$ cat src/rtl/muldiv_seq.sv
// Iterative unsigned 32-bit multiply (shift-add) / divide (restoring) sequencer.
// All adds/subtracts go through the borrowed shared ALU; shifts and compares stay local.
module muldiv_seq #(
    parameter int          XLEN   = 32,
    parameter int          ITERS  = 32,
    parameter logic [5:0]  FN_ADD = 6'b010000,
    parameter logic [5:0]  FN_SUB = 6'b010001
) (
    input  logic            clk,
    input  logic            rst_n,
    input  logic            start,
    input  logic            op,
    input  logic [XLEN-1:0] src_a,
    input  logic [XLEN-1:0] src_b,
    output logic            busy,
    output logic            done,
    output logic [XLEN-1:0] result,
    output logic [XLEN-1:0] rem,
    output logic            div_zero,
    output logic [5:0]      alu_fn,
    output logic [XLEN-1:0] alu_a,
    output logic [XLEN-1:0] alu_b,
    input  logic [XLEN-1:0] alu_y
);

    localparam int CW = $clog2(ITERS);

    typedef enum logic [1:0] {
        S_IDLE = 2'b00,
        S_RUN  = 2'b01,
        S_DONE = 2'b10
    } state_t;

    state_t          state_r, state_next_s;
    logic [CW-1:0]   count_r;
    logic            op_r;
    logic [XLEN-1:0] acc_r, mcand_r, mplier_r;
    logic [XLEN-1:0] part_rem_r, quo_r, dvsr_r;
    logic [XLEN-1:0] result_r, rem_out_r;
    logic            div_zero_r, busy_r, done_r;

    logic [XLEN:0]   rsh_s;
    logic            ge_s, last_s;
    logic [XLEN-1:0] acc_next_s, quo_next_s, prem_next_s;
    logic [5:0]      alu_fn_s;
    logic [XLEN-1:0] alu_a_s, alu_b_s;

    // Next-state decode, ALU operand steering and per-iteration datapath values
    always_comb begin
        state_next_s = state_r;
        alu_fn_s     = FN_ADD;
        alu_a_s      = {XLEN{1'b0}};
        alu_b_s      = {XLEN{1'b0}};
        rsh_s        = {part_rem_r, quo_r[XLEN-1]};
        ge_s         = (rsh_s >= {1'b0, dvsr_r});
        last_s       = (count_r == CW'(ITERS - 1));
        acc_next_s   = mplier_r[0] ? alu_y : acc_r;
        quo_next_s   = {quo_r[XLEN-2:0], ge_s};
        // A set rsh[32] implies rsh >= dvsr, so the 32-bit ALU difference is exact
        prem_next_s  = ge_s ? alu_y : rsh_s[XLEN-1:0];
        case (state_r)
            S_IDLE: begin
                if (start) begin
                    state_next_s = S_RUN;
                end else begin
                    state_next_s = S_IDLE;
                end
            end
            S_RUN: begin
                if (op_r) begin
                    alu_fn_s = FN_SUB;
                    alu_a_s  = rsh_s[XLEN-1:0];
                    alu_b_s  = dvsr_r;
                end else begin
                    alu_fn_s = FN_ADD;
                    alu_a_s  = acc_r;
                    alu_b_s  = mcand_r;
                end
                if (last_s) begin
                    state_next_s = S_DONE;
                end else begin
                    state_next_s = S_RUN;
                end
            end
            S_DONE: begin
                state_next_s = S_IDLE;
            end
            default: begin
                state_next_s = S_IDLE;
            end
        endcase
    end

    // State register plus registered busy/done flags
    always_ff @(posedge clk or negedge rst_n) begin
        if (!rst_n) begin
            state_r <= S_IDLE;
            busy_r  <= 1'b0;
            done_r  <= 1'b0;
        end else begin
            state_r <= state_next_s;
            busy_r  <= (state_next_s == S_RUN);
            done_r  <= (state_next_s == S_DONE);
        end
    end

    // Operand latch, iteration datapath and result capture on the final iteration
    always_ff @(posedge clk or negedge rst_n) begin
        if (!rst_n) begin
            count_r    <= {CW{1'b0}};
            op_r       <= 1'b0;
            acc_r      <= {XLEN{1'b0}};
            mcand_r    <= {XLEN{1'b0}};
            mplier_r   <= {XLEN{1'b0}};
            part_rem_r <= {XLEN{1'b0}};
            quo_r      <= {XLEN{1'b0}};
            dvsr_r     <= {XLEN{1'b0}};
            result_r   <= {XLEN{1'b0}};
            rem_out_r  <= {XLEN{1'b0}};
            div_zero_r <= 1'b0;
        end else begin
            case (state_r)
                S_IDLE: begin
                    if (start) begin
                        op_r       <= op;
                        count_r    <= {CW{1'b0}};
                        acc_r      <= {XLEN{1'b0}};
                        mcand_r    <= src_a;
                        mplier_r   <= src_b;
                        part_rem_r <= {XLEN{1'b0}};
                        quo_r      <= src_a;
                        dvsr_r     <= src_b;
                    end
                end
                S_RUN: begin
                    if (op_r) begin
                        part_rem_r <= prem_next_s;
                        quo_r      <= quo_next_s;
                    end else begin
                        acc_r    <= acc_next_s;
                        mcand_r  <= {mcand_r[XLEN-2:0], 1'b0};
                        mplier_r <= {1'b0, mplier_r[XLEN-1:1]};
                    end
                    if (last_s) begin
                        if (op_r) begin
                            result_r   <= quo_next_s;
                            rem_out_r  <= prem_next_s;
                            div_zero_r <= (dvsr_r == {XLEN{1'b0}});
                        end else begin
                            result_r   <= acc_next_s;
                            rem_out_r  <= {XLEN{1'b0}};
                            div_zero_r <= 1'b0;
                        end
                    end else begin
                        count_r <= count_r + CW'(1);
                    end
                end
                S_DONE: begin
                    count_r <= count_r;
                end
                default: begin
                    count_r <= {CW{1'b0}};
                end
            endcase
        end
    end

    assign busy     = busy_r;
    assign done     = done_r;
    assign result   = result_r;
    assign rem      = rem_out_r;
    assign div_zero = div_zero_r;
    assign alu_fn   = alu_fn_s;
    assign alu_a    = alu_a_s;
    assign alu_b    = alu_b_s;

endmodule

$ cat config.mk
export PLATFORM = sky130hd
export DESIGN_NAME = muldiv_seq
export DESIGN_NICKNAME = d
export VERILOG_FILES = /design/src/rtl/muldiv_seq.sv
export SDC_FILE = /design/constraint.sdc
export NUM_CORES = 1
export LEC_CHECK = 0
export CAP_MARGIN = 20
export CORE_MARGIN = 1
export CORE_UTILIZATION = 41
export CTS_CLUSTER_SIZE = 20
export DETAILED_ROUTE_END_ITERATION = 10
export GPL_TIMING_DRIVEN = 0
export SLEW_MARGIN = 5
export SYNTH_ARGS = -nofsm -noshare
export SYNTH_HDL_FRONTEND = slang
export SYNTH_SLANG_ARGS = --single-unit
$ cat constraint.sdc
create_clock -name clk -period 3.04 [get_ports clk]
set_input_delay 0.456 -clock clk [delete_from_list [all_inputs] [get_ports clk]]
set_output_delay 0.456 -clock clk [all_outputs]
set_load 0.01 [all_outputs]
==> impl_results.md <==
* Peak VDD IR at 0.560 mV
* Most common cell after layout, fill and taps aside: nand2_1
* Dpl hpwl at 38500 microns
* DRC Markers at 0
* Switching part of the total at ~44%
* CTS Buf Count at 31
* R2r endpoint: part_rem_r[6]$_DFFE_PN0P_
* Final Util at 53.8%
* CP Capture Type: output pin
* Flop2flop setup slack at between 100 and 150 ps
* Synth unique cells at 50
* Final Non-Filler Cells at 2408
* Port buffer count at 231
* Slew margin rel. at about half
* CP startpoint: state_r[0]$_DFF_PN0_
* Switch Pwr at 10.1 mW
* DR WL/cell at 21.1 microns
* #FFs+latches synth at 267
* # Post-CTS Setup Buffers at 0
* Async S/R FF share, synth at 100%
* Upper clock frequency limit at 0.338 GHz
* Pin count of the biggest net entering global routing at 114
* CTS tree: yes
* Row count at 68
* Highest-count cells in the layout ignoring fill and taps: 363 x nand2_1, 266 x dfrtp_1, 230 x clkdlybuf4s50_1
* R2R Path Start: dvsr_r[31]$_DFFE_PN0P_
* Maximum clock insertion buffer count at 3
* Period utilisation layout at 97.3%
* Synthesized instance count at about 1700
* GRT Residual Overflow at 0
* Hold Violations, Final at 0
* Clock root buffer: clkbuf_16
* Max-Cap Viols at 0
* Routed Antenna Nets at 0
* WS Path Type: register to output pin
* Core Region at ~0.035 sq mm
* Initial core utilization at 42.0%
* PD cells at 1210 mW/mm^2
* Reg clk slew, reported paths at 60 ps
* Reg power frac at 28.9%
* EDFF count, synth at 0
* Nets at between 2000 and 2500
* Max-slew violation count at 0
* CTS sink count at approximately 270
* Final Skew at slightly above 9 ps
* HP Class: input port to async pin
* Die X-Extent at about 190 microns
* Drt pass-1 iters at 5
* Final worst-path setup slack at approximately 83 ps
* Logic pwr share at 53.6%
* Critical Path Sink: alu_a[21]
* Worst-Skew Late Latency at between 500 and 600 ps
* Cell count of the worst reg-to-reg path at 10
* Fill count at 3257
* WP data required at 2580 ps
* Crit path launch type: register
* Clock network power share at 17.4%
* Initial antenna violation count at 0
* Seq/Total Area, Yosys at 45.8%
* Crit Path Max Fanout at 10
* RePlAce Congestion at 0.899
* Drt via density at 5.54
* Outcome: completed
* DRT Wirelength at 50800 microns
* First-pass GRT wire length at 77500 microns
* P_leak at 8.41 nW
* Area growth syn-to-layout at 28.3%
* RSZ-0062 raised after global routing: true
* Final setup fails at 0
* First-iteration detailed-routing DRC count at 1222
* Crit path time final at approximately 3000 ps
* Layout cells sized above 1 at 10.1%
* Mean Syn Cell Area at 8.81 sq um
* Hold_ws at 445 ps
* H-tree Lvls at 1
* Via Count at between 10000 and 15000
* Vias in the first global route at ~13000
* Num ports at 237
* Synth warn at 0
* Critical Path AT at ~2500 ps
* DIE AREA at about 0.036 sq mm
* Main synth FF type: dfrtp_1
* Mapped cell area at 0.0146 sq mm
* Post-Place Setup Slack at -273 ps
* GRT Resource Usage Total at 27.9%
* Inst Count DP at 2349
* Die Ht at 191 microns
* Tightest Pin Transition at about 770 ps
* P_int at approximately 13 mW
-- flip-flops by register name, summed over array words and instances (netlist names), 32 cells and up --
register,count
mplier_r,32
acc_r,32
mcand_r,32
rem,32
result,32
dvsr_r,32
part_rem_r,32
quo_r,32
-- kinds of logic after synthesis --
family / synth area share [%]
other cells: 0.0514
buf+inv: 5.78
flops: 45.8
xor+xnor: 0.180
simple gates: 21.6
fa+ha+maj: 2.91
mux: 6.72
compound gates: 17.0
-- repair_timing --
action | in CTS | in global routing
resized for setup | 27 | 21
endpoints found under the hold margin | 73 | 0
hold buffers | 1 | 0
setup endpoints to repair | 65 | 78
-- power by group through the flow --
stage	sequential (mW)	combinational, mW	clock, mW
4_1_cts	6.52	12.1	3.99
5_1_grt	6.71	13.3	4.13
2_1_floorplan	6.16	7.33	0
3_3_place_gp	6.55	11.7	0
6_report	6.57	12.2	3.96
3_5_place_dp	6.55	12.0	0
-- stage by stage --
stage | instance area, sq um | setup TNS [ps] | power [mW]
final | 18700 | 0 | 22.7
after global routing | 18700 | -3.07 | 24.1
after CTS | 18700 | 0 | 22.6
after detailed placement | 17600 | -6620 | 18.5
after global placement | 17500 | -2798450 | 18.3
after floorplan | 14600 | 0 | 13.5
-- critical path: stages, from the launching register on --
cell and delay [ps]:
dfrtp_1 310, buf_2 200, nand2b_2 180, buf_4 230
buf_2 200, nor2_1 230, clkdlybuf4s50_1 580
-- per-layer routing --
| metal | wire [microns] | GRT usage (%) |
|---|---|---|
| met1 | 22400 | 39.5 |
| met4 | 1470 | 7.63 |
| met5 | 0 | 0 |
| met3 | 3500 | 3.79 |
| met2 | 23400 | 44.4 |
-- layout make-up --
class,instances,area [sq um],area share (%)
multi-input combinational,1216,7120,38.0
sequential,267,6680,35.7
timing repair buffer,234,2380,12.7
clock buffer,39,836,4.46
buffer,142,769,4.11
tap,455,569,3.04
clock inverter,18,231,1.24
inverter,34,128,0.681
antenna,3,7.51,0.0401
-- Yosys cell counts, types with 6 or more instances --
cell	instances	share of area, %
and2_1	66	2.8
nand2_1	363	9.3
nand4_1	73	3.1
buf_2	37	1.3
buf_1	7	0.18
a21oi_1	103	3.5
and3_1	36	1.5
ha_1	34	2.9
mux2i_1	98	6.7
o21ai_0	43	1.5
clkbuf_1	87	2.2
dfrtp_1	267	46
nor2_1	131	3.4
inv_1	34	0.87
o211ai_2	60	5.1
a31oi_1	31	1.3
o21ai_1	116	4.0
buf_12	6	0.82
nor4_1	7	0.30
-- worst min path at each step --
| stage | from | end | slack [ps] | cells past startpoint |
|---|---|---|---|---|
| floorplan | rst_n | acc_r[0]$_DFFE_PN0P_ | 160 | 0 |
| global placement | mplier_r[31]$_DFFE_PN0P_ | mplier_r[31]$_DFFE_PN0P_ | 470 | 2 |
| detailed placement | rst_n | rem[26]$_DFFE_PN0P_ | 460 | 1 |
| CTS | rst_n | rem[26]$_DFFE_PN0P_ | 470 | 2 |
| global route | rst_n | rem[26]$_DFFE_PN0P_ | 500 | 2 |
| finish | rst_n | rem[26]$_DFFE_PN0P_ | 450 | 2 |
(Power assumes the default switching activity.)
